File: src/rtl/ln_pkg.sv
// ln_pkg: shared types, width helpers, saturation and rounding for the moment unit
package ln_pkg;

    typedef enum logic [1:0] {IDLE, ACCUM, MUL, OUT} state_t;

    localparam int WIDE_W = 64;

    function automatic int xs_width(input int data_w, input int alpha_w);
        return data_w + (1 << alpha_w) - 1;
    endfunction

    function automatic int acc_width(input int term_w, input int len_w, input int lanes);
        return term_w + $clog2(((1 << len_w) - 1) * lanes);
    endfunction

    function automatic logic signed [WIDE_W-1:0] sat_s(input logic signed [WIDE_W-1:0] v, input int w);
        logic signed [WIDE_W-1:0] hi;
        logic signed [WIDE_W-1:0] lo;
        hi = (64'sd1 <<< (w - 1)) - 64'sd1;
        lo = -hi - 64'sd1;
        return (v > hi) ? hi : (v < lo) ? lo : v;
    endfunction

    function automatic logic [WIDE_W-1:0] sat_u(input logic [WIDE_W-1:0] v, input int w);
        logic [WIDE_W-1:0] hi;
        hi = (64'd1 << w) - 64'd1;
        return (v > hi) ? hi : v;
    endfunction

    function automatic logic signed [WIDE_W-1:0] rnd_half(input int frac_w);
        return 64'sd1 <<< (frac_w - 1);
    endfunction

endpackage

File: src/rtl/ln_moment_lane.sv
// ln_moment_lane: scales one sample by 2^alpha and squares it
module ln_moment_lane import ln_pkg::*; #(
    parameter int DATA_W = 9,
    parameter int ALPHA_W = 2,
    localparam int XS_W = xs_width(DATA_W, ALPHA_W)
) (
    input  logic signed [DATA_W-1:0]  i_x,
    input  logic        [ALPHA_W-1:0] i_alpha,
    output logic signed [XS_W-1:0]    o_xs,
    output logic        [2*XS_W-1:0]  o_sq
);

    logic signed [XS_W-1:0]   xe;
    logic signed [2*XS_W-1:0] xw;

    assign xe   = XS_W'(i_x);
    assign o_xs = xe <<< i_alpha;
    assign xw   = (2*XS_W)'(o_xs);
    assign o_sq = $unsigned(xw * xw);

endmodule

File: src/rtl/ln_moment_unit.sv
// ln_moment_unit: multi-lane E[x] / E[x^2] accumulator with fixed-point 1/N scaling
module ln_moment_unit import ln_pkg::*; #(
    parameter int DATA_W   = 9,
    parameter int LANES    = 2,
    parameter int LEN_W    = 8,
    parameter int ALPHA_W  = 2,
    parameter int INV_W    = 8,
    parameter int OUT_W    = 8,
    parameter int SQ_OUT_W = 16
) (
    input  logic                      i_clk,
    input  logic                      i_rst,
    input  logic                      i_start,
    input  logic [LEN_W-1:0]          i_len,
    input  logic [ALPHA_W-1:0]        i_alpha,
    input  logic [INV_W-1:0]          i_inv_n,
    input  logic                      i_valid,
    input  logic [LANES*DATA_W-1:0]   i_x,
    output logic                      o_ready,
    output logic                      o_busy,
    output logic                      o_done,
    output logic signed [OUT_W-1:0]   o_ex,
    output logic [SQ_OUT_W-1:0]       o_ex2,
    output logic                      o_sat
);

    localparam int XS_W   = xs_width(DATA_W, ALPHA_W);
    localparam int SQ_W   = 2 * XS_W;
    localparam int ACC1_W = acc_width(XS_W, LEN_W, LANES);
    localparam int ACC2_W = acc_width(SQ_W, LEN_W, LANES);

    state_t                    state_q;
    logic [LEN_W-1:0]          len_q;
    logic [LEN_W-1:0]          cnt_q;
    logic [ALPHA_W-1:0]        alpha_q;
    logic [INV_W-1:0]          inv_q;
    logic signed [ACC1_W-1:0]  sum1_q, sum1_d;
    logic [ACC2_W-1:0]         sum2_q, sum2_d;
    logic signed [OUT_W-1:0]   ex_q, ex_d;
    logic [SQ_OUT_W-1:0]       ex2_q, ex2_d;
    logic                      sat_q, sat_d;
    logic                      done_q;

    logic signed [XS_W-1:0]    lane_xs [LANES];
    logic [SQ_W-1:0]           lane_sq [LANES];

    logic signed [WIDE_W-1:0]  p1, r1, e1;
    logic [WIDE_W-1:0]         p2, r2, e2;

    for (genvar g = 0; g < LANES; g++) begin : g_lane
        ln_moment_lane #(.DATA_W(DATA_W), .ALPHA_W(ALPHA_W)) u_lane (
            .i_x     (i_x[g*DATA_W +: DATA_W]),
            .i_alpha (alpha_q),
            .o_xs    (lane_xs[g]),
            .o_sq    (lane_sq[g])
        );
    end

    // Running sums plus this beat's lane contributions; widths are sized so they never wrap
    always_comb begin
        sum1_d = sum1_q;
        sum2_d = sum2_q;
        for (int l = 0; l < LANES; l++) begin
            sum1_d = sum1_d + ACC1_W'(lane_xs[l]);
            sum2_d = sum2_d + ACC2_W'(lane_sq[l]);
        end
    end

    // Full-width products with 1/N, round half up, then clamp to the output ranges
    assign p1    = WIDE_W'(sum1_q) * $signed({{(WIDE_W-INV_W){1'b0}}, inv_q});
    assign r1    = (p1 + rnd_half(INV_W)) >>> INV_W;
    assign e1    = sat_s(r1, OUT_W);
    assign p2    = WIDE_W'(sum2_q) * {{(WIDE_W-INV_W){1'b0}}, inv_q};
    assign r2    = (p2 + $unsigned(rnd_half(INV_W))) >> INV_W;
    assign e2    = sat_u(r2, SQ_OUT_W);
    assign ex_d  = e1[OUT_W-1:0];
    assign ex2_d = e2[SQ_OUT_W-1:0];
    assign sat_d = (e1 != r1) || (e2 != r2);

    // Control FSM: results latch on the MUL cycle so the done pulse lines up with OUT
    always_ff @(posedge i_clk or posedge i_rst) begin
        if (i_rst) begin
            state_q <= IDLE;
            len_q   <= '0;
            cnt_q   <= '0;
            alpha_q <= '0;
            inv_q   <= '0;
            sum1_q  <= '0;
            sum2_q  <= '0;
            ex_q    <= '0;
            ex2_q   <= '0;
            sat_q   <= 1'b0;
            done_q  <= 1'b0;
        end else begin
            done_q <= 1'b0;
            case (state_q)
                IDLE: if (i_start) begin
                    len_q   <= i_len;
                    alpha_q <= i_alpha;
                    inv_q   <= i_inv_n;
                    cnt_q   <= '0;
                    sum1_q  <= '0;
                    sum2_q  <= '0;
                    state_q <= (i_len == '0) ? MUL : ACCUM;
                end
                ACCUM: if (i_valid) begin
                    sum1_q <= sum1_d;
                    sum2_q <= sum2_d;
                    cnt_q  <= cnt_q + LEN_W'(1);
                    if (cnt_q == len_q - LEN_W'(1)) state_q <= MUL;
                end
                MUL: begin
                    ex_q    <= ex_d;
                    ex2_q   <= ex2_d;
                    sat_q   <= sat_d;
                    done_q  <= 1'b1;
                    state_q <= OUT;
                end
                default: state_q <= IDLE;
            endcase
        end
    end

    assign o_ready = (state_q == ACCUM);
    assign o_busy  = (state_q != IDLE);
    assign o_done  = done_q;
    assign o_ex    = ex_q;
    assign o_ex2   = ex2_q;
    assign o_sat   = sat_q;

endmodule

File: config.mk
export PLATFORM = sky130hd
export DESIGN_NAME = ln_moment_unit
export DESIGN_NICKNAME = d
export VERILOG_FILES = /design/src/rtl/ln_pkg.sv /design/src/rtl/ln_moment_lane.sv /design/src/rtl/ln_moment_unit.sv
export SDC_FILE = /design/constraint.sdc
export NUM_CORES = 2
export LEC_CHECK = 0
export CAP_MARGIN = 30
export CORE_MARGIN = 10
export CORE_UTILIZATION = 45
export CTS_CLUSTER_DIAMETER = 200
export CTS_CLUSTER_SIZE = 8
export DETAILED_ROUTE_END_ITERATION = 16
export PLACE_DENSITY_LB_ADDON = 0.12
export SYNTH_ARGS = -nofsm -noshare
export SYNTH_HDL_FRONTEND = slang
export SYNTH_HIERARCHICAL = 1
export SYNTH_SLANG_ARGS = --single-unit
File: constraint.sdc
create_clock -name i_clk -period 11.03 [get_ports i_clk]
set_input_delay 2.206 -clock i_clk [delete_from_list [all_inputs] [get_ports i_clk]]
set_output_delay 2.206 -clock i_clk [all_outputs]
set_load 0.005 [all_outputs]
* Word-level counts from Yosys, hierarchy flattened
Index checks and enable logic that the tools add are counted.
** Operators by class
- Add/sub/neg operators :: 8
- Multiply operators :: 4
- $lt $le $gt $ge :: 3
- Equal/unequal tests :: 8
- Shift operators :: 2
- Multiplexer cells :: 18
- Reduce and logical (&&, ||, !) cells :: 8
** Operator list (count)
- $mux 64 :: 2
- $add 33x24->33 :: 2
- $mux 33 :: 2
- $pmux 33 s2 :: 1
- $ne 64x23->1 :: 1
- $mul 12x12->24 :: 2
- $add 21x12->21 :: 2
- $add 41x8->42 const B :: 1
- $mux 21 :: 2
- $pmux 21 s2 :: 1
- $mul 33x8->41 :: 1
- $gt 34x16->1 const B :: 1
- $mux 34 :: 1
- $ne 34x34->1 :: 1
- $add 30x9->31 const B :: 1
- $mul 21x9->30 :: 1
- $sshl 9x2->12 :: 2
- $gt 23x8->1 const B :: 1
- $lt 23x8->1 const B :: 1
- $mux 8 :: 2
- $pmux 8 s2 :: 1
- $add 8x1->8 const B :: 1
- $eq 8x8->1 :: 1
- $logic_not 8->1 :: 1
- other kinds (13) :: 19
** Storage, ports and cells
- Flip-flop bits (word level) :: 108
- Input bits :: 40
- Output and inout bits :: 28
- Logic and storage cells :: 62

* Longest topological paths before layout
- Word-level depth :: 7
- Gate-level depth with buffers :: 36
- Mapped depth without buffers :: 36

* By module
The synthesis kept the hierarchy.
** By module, submodules not included
- ln_moment_unit :: instances 1, cells an instance 2351, area each 21637.0 um^2, sequential area each 2702.6 um^2
- ln_moment_lane at g_lane[0].u_lane :: instances 1, cells an instance 617, area each 5297.6 um^2, sequential area each 0.0 um^2
- ln_moment_lane at g_lane[1].u_lane :: instances 1, cells an instance 602, area each 5282.6 um^2, sequential area each 0.0 um^2

* Least setup slack after synthesis
OpenSTA, ideal clock, no wires.
- Kind :: input port to flip-flop
- From :: input i_x[17]
- To :: register sum2_q[25]
- Setup time :: 132 ps
- Arrival time :: 9281 ps
- Data required time :: 10898 ps
- Slack :: 1617 ps
- Cell stages on the path :: 34
- Buffers on the path :: 1
- Cell sequence :: buf_2 -> inv_1 -> o21ai_1 -> o21ai_2 -> nor2_1 -> inv_1 -> fa_1 -> inv_1 -> fa_1 -> inv_1 -> fa_1 -> inv_1 -> fa_1 -> inv_1 -> fa_1 -> inv_1 -> ha_1 -> a21oi_1 -> and2_1 -> a21oi_1 -> o21a_1 -> nor2_1 -> xnor2_1 -> fa_1 -> ha_1 -> a21o_1 -> a21oi_1 -> o21ai_0 -> a211oi_1 -> o31ai_1 -> a211oi_1 -> nor3_1 -> xnor2_1 -> nor2_1
** RTL lines
- start: declaration :: line ln_moment_unit.sv:18 : input logic [LANES*DATA_W-1:0] i_x,
- end signal: assignment :: line ln_moment_unit.sv:108 : sum2_q <= sum2_d;
- end: declaration :: line ln_moment_unit.sv:38 : logic [ACC2_W-1:0] sum2_q, sum2_d;

==> run_results.csv <==
group,metric,value,unit
cells_and_area,fill_cells,6936,
clock_network,clk_pin_slew,90,ps
cells_and_area,drive_above_1_share,0.0439,
drt,dr.pass1.iters,5,
global_routing,antenna_found_initial,1,
clock_network,root_buffer,"clkbuf_16",
setup_path,worst_setup_path_start_kind,"input port",
run_status,outcome,"finished clean",
timing,finClkSkew,11.8,ps
drt,drc,0,
logic_synthesis,synth_nets,4551,
place,numPortBuffers,67,
global_routing,grt_max_degree,55,
logic_synthesis,ys.warnings.count,6,
die,dieArea,82700,µm²
logic_synthesis,async_flop_share,1.00,
place,hpwl,66900,µm
logic_synthesis,synth-compound-area-share,0.0876,
cells_and_area,layout_common_cells,"777 x inv_1, 613 x fa_1, 328 x ha_1",
global_routing,grt_pass1_vias,24300,
drt,drt_iter0_markers,1279,
logic_synthesis,synth_seq_cells,108,
timing,setup_viol,0,
drt,vias_per_cell,5.06,
drt,routedWlPerCell,17.4,µm
logic_synthesis,synthCells,3570,
global_routing,overflow,0,
logic_synthesis,synth_top_family_by_area,"adder cells",
drt,num_vias,22900,
logic_synthesis,synthAdderAreaFrac,0.508,
die,core_area,71200,µm²
clock_network,cts_resized,0,
cells_and_area,multi_input_area,26000,µm²
setup_path,critPathSlowestCell,"a211oi_1",
logic_synthesis,synth_area,32200,µm²
global_routing,grt_pass1_wl,132000,µm
clock_network,cts_inserted_buffers,9,
die,die_h,288,µm
timing,tightest_slew,1020,ps
cells_and_area,final_common_cell,"inv_1",
logic_synthesis,ys_types,92,
min_path,min_path_type,"flip-flop to flip-flop",
clock_network,post_cts_buffers,0,
die,die_x,288,µm
drt,ant_nets,0,
setup_path,cpLargestDelayFamily,"adder cells",
logic_synthesis,synth_simple_gate_area_share,0.157,
logic_synthesis,synthXorXnorAreaFrac,0.0397,
clock_network,cts_max_level,3,
setup_path,crit_buf_inv,7,
logic_synthesis,synth-edff-count,0,
die,io_pins,68,
setup_path,crit_type,"input port to flip-flop",
logic_synthesis,yosysSeqAreaShare,0.0839,
place,gp_congestion,0.850,
global_routing,grt_usage,0.200,
run,drv_cap,0,
die,rows,98,
timing,rsz0062_at_grt,"false",
timing,drv_slew,0,
setup_path,max_stage_delay,610,ps
logic_synthesis,avgSynthCellArea,9.02,µm²
cells_and_area,fin_nets,4550,
timing,max_freq,95.5,MHz
cells_and_area,syn_to_final_growth,5.96,%
setup_path,cp.required,11320,ps
cells_and_area,final_util,0.479,
clock_network,cts_buffer_depth,2,
logic_synthesis,ys.flop_type,"dfrtp_1",
timing,min_period,10470,ps
logic_synthesis,synthMuxAreaShare,0.0156,
setup_path,endpoint_kind,"flip-flop",
clock_network,cts_tree,"done",
clock_network,postCtsHoldBufs,0,
timing,fin_crit_sh,0.949,
timing,fin_tns_setup,0,ps
timing,hold_violations,0,
die,start_util,0.452,
drt,totalWireLength,78800,µm
setup_path,crit_fanout,8,
cells_and_area,layout.area.seq,2700,µm²
timing,slew_headroom,0.318,
setup_path,worstPathArrival,10760,ps
clock_network,clk_latency,400,ps
clock_network,clkSinkCount,108,
==> metal layers <==
metal | global-route usage | routed length (µm)
met3 | 0.0284 | 3410
met1 | 0.285 | 38000
met2 | 0.318 | 35600
met4 | 0.0474 | 1770
met5 | 0 | 0
==> sequential cells by signal (all words and copies together) (netlist names) <==
register / flops
o_ex2: 16
o_sat: 1
o_ex: 8
state_q: 2
len_q: 8
sum1_q: 21
inv_q: 8
cnt_q: 8
sum2_q: 33
alpha_q: 2
o_done: 1
==> cell usage after synthesis, types with 19 or more instances <==
cell	count	area, µm²
xor2_1	56	490
dfrtp_1	108	2700
mux2_2	26	293
nand2_1	295	1110
o21ai_0	79	395
or2_2	19	119
o21a_1	29	218
and3_1	20	125
a31oi_1	19	119
inv_1	778	2920
ha_1	328	4100
a21o_1	35	263
nor3_1	38	190
xnor2_1	90	788
and2_1	318	1990
nor2_1	182	683
or3_1	19	119
fa_1	613	12300
clkbuf_1	88	330
a21oi_1	115	576
nand3_1	33	165
==> cells by family (layout without fill, tap and decap cells) <==
kind of cell,after synthesis,after routing
simple gates,1004,1004
compound gates,418,418
buf+inv,906,910
flops,108,108
fa+ha+maj,941,941
mux,45,45
other cells,2,4
xor+xnor,146,146
==> worst min-delay path, delay by kind of cell (launching register included) <==
kind	cells	cell delay, ps
flops	1	350
compound gates	1	100
simple gates	1	40
==> layout make-up <==
class	instances	area share
antenna	2	0.000147
clock buffer	10	0.00700
clock inverter	6	0.00176
inverter	796	0.0876
multi-input combinational	2556	0.763
sequential	108	0.0792
tap	950	0.0348
timing repair buffer	98	0.0265
==> per-stage QoR <==
stage / instance area (µm²) / hold WS (ps) / setup WS [ps] / instances
after global routing: 34100 / 558 / 17.9 / 4524
final: 34100 / 533 / 563 / 4526
after global placement: 33800 / 508 / 320 / 4508
after detailed placement: 33800 / 513 / 216 / 4508
after floorplan: 32200 / 500 / 1620 / 3570
after CTS: 34100 / 539 / 618 / 4524
==> final timing paths <==
check | startpoint | end | cells after the start | slack (ps)
max reg2reg | alpha_q[1] | sum2_q[25] | 34 | 1750
min reg2reg | o_ex2[6] | o_ex2[6] | 2 | 530
min in group asynchronous | i_rst | sum2_q[5] | 2 | 2100
max in group asynchronous | i_rst | cnt_q[1] | 3 | 7880
min | o_ex2[6] | o_ex2[6] | 2 | 530
max | i_x[1] | sum2_q[25] | 31 | 560
Power is left out: the tool's default activity adds up to more than one toggle a clock period on the data nets, which glitch-free logic cannot reach.
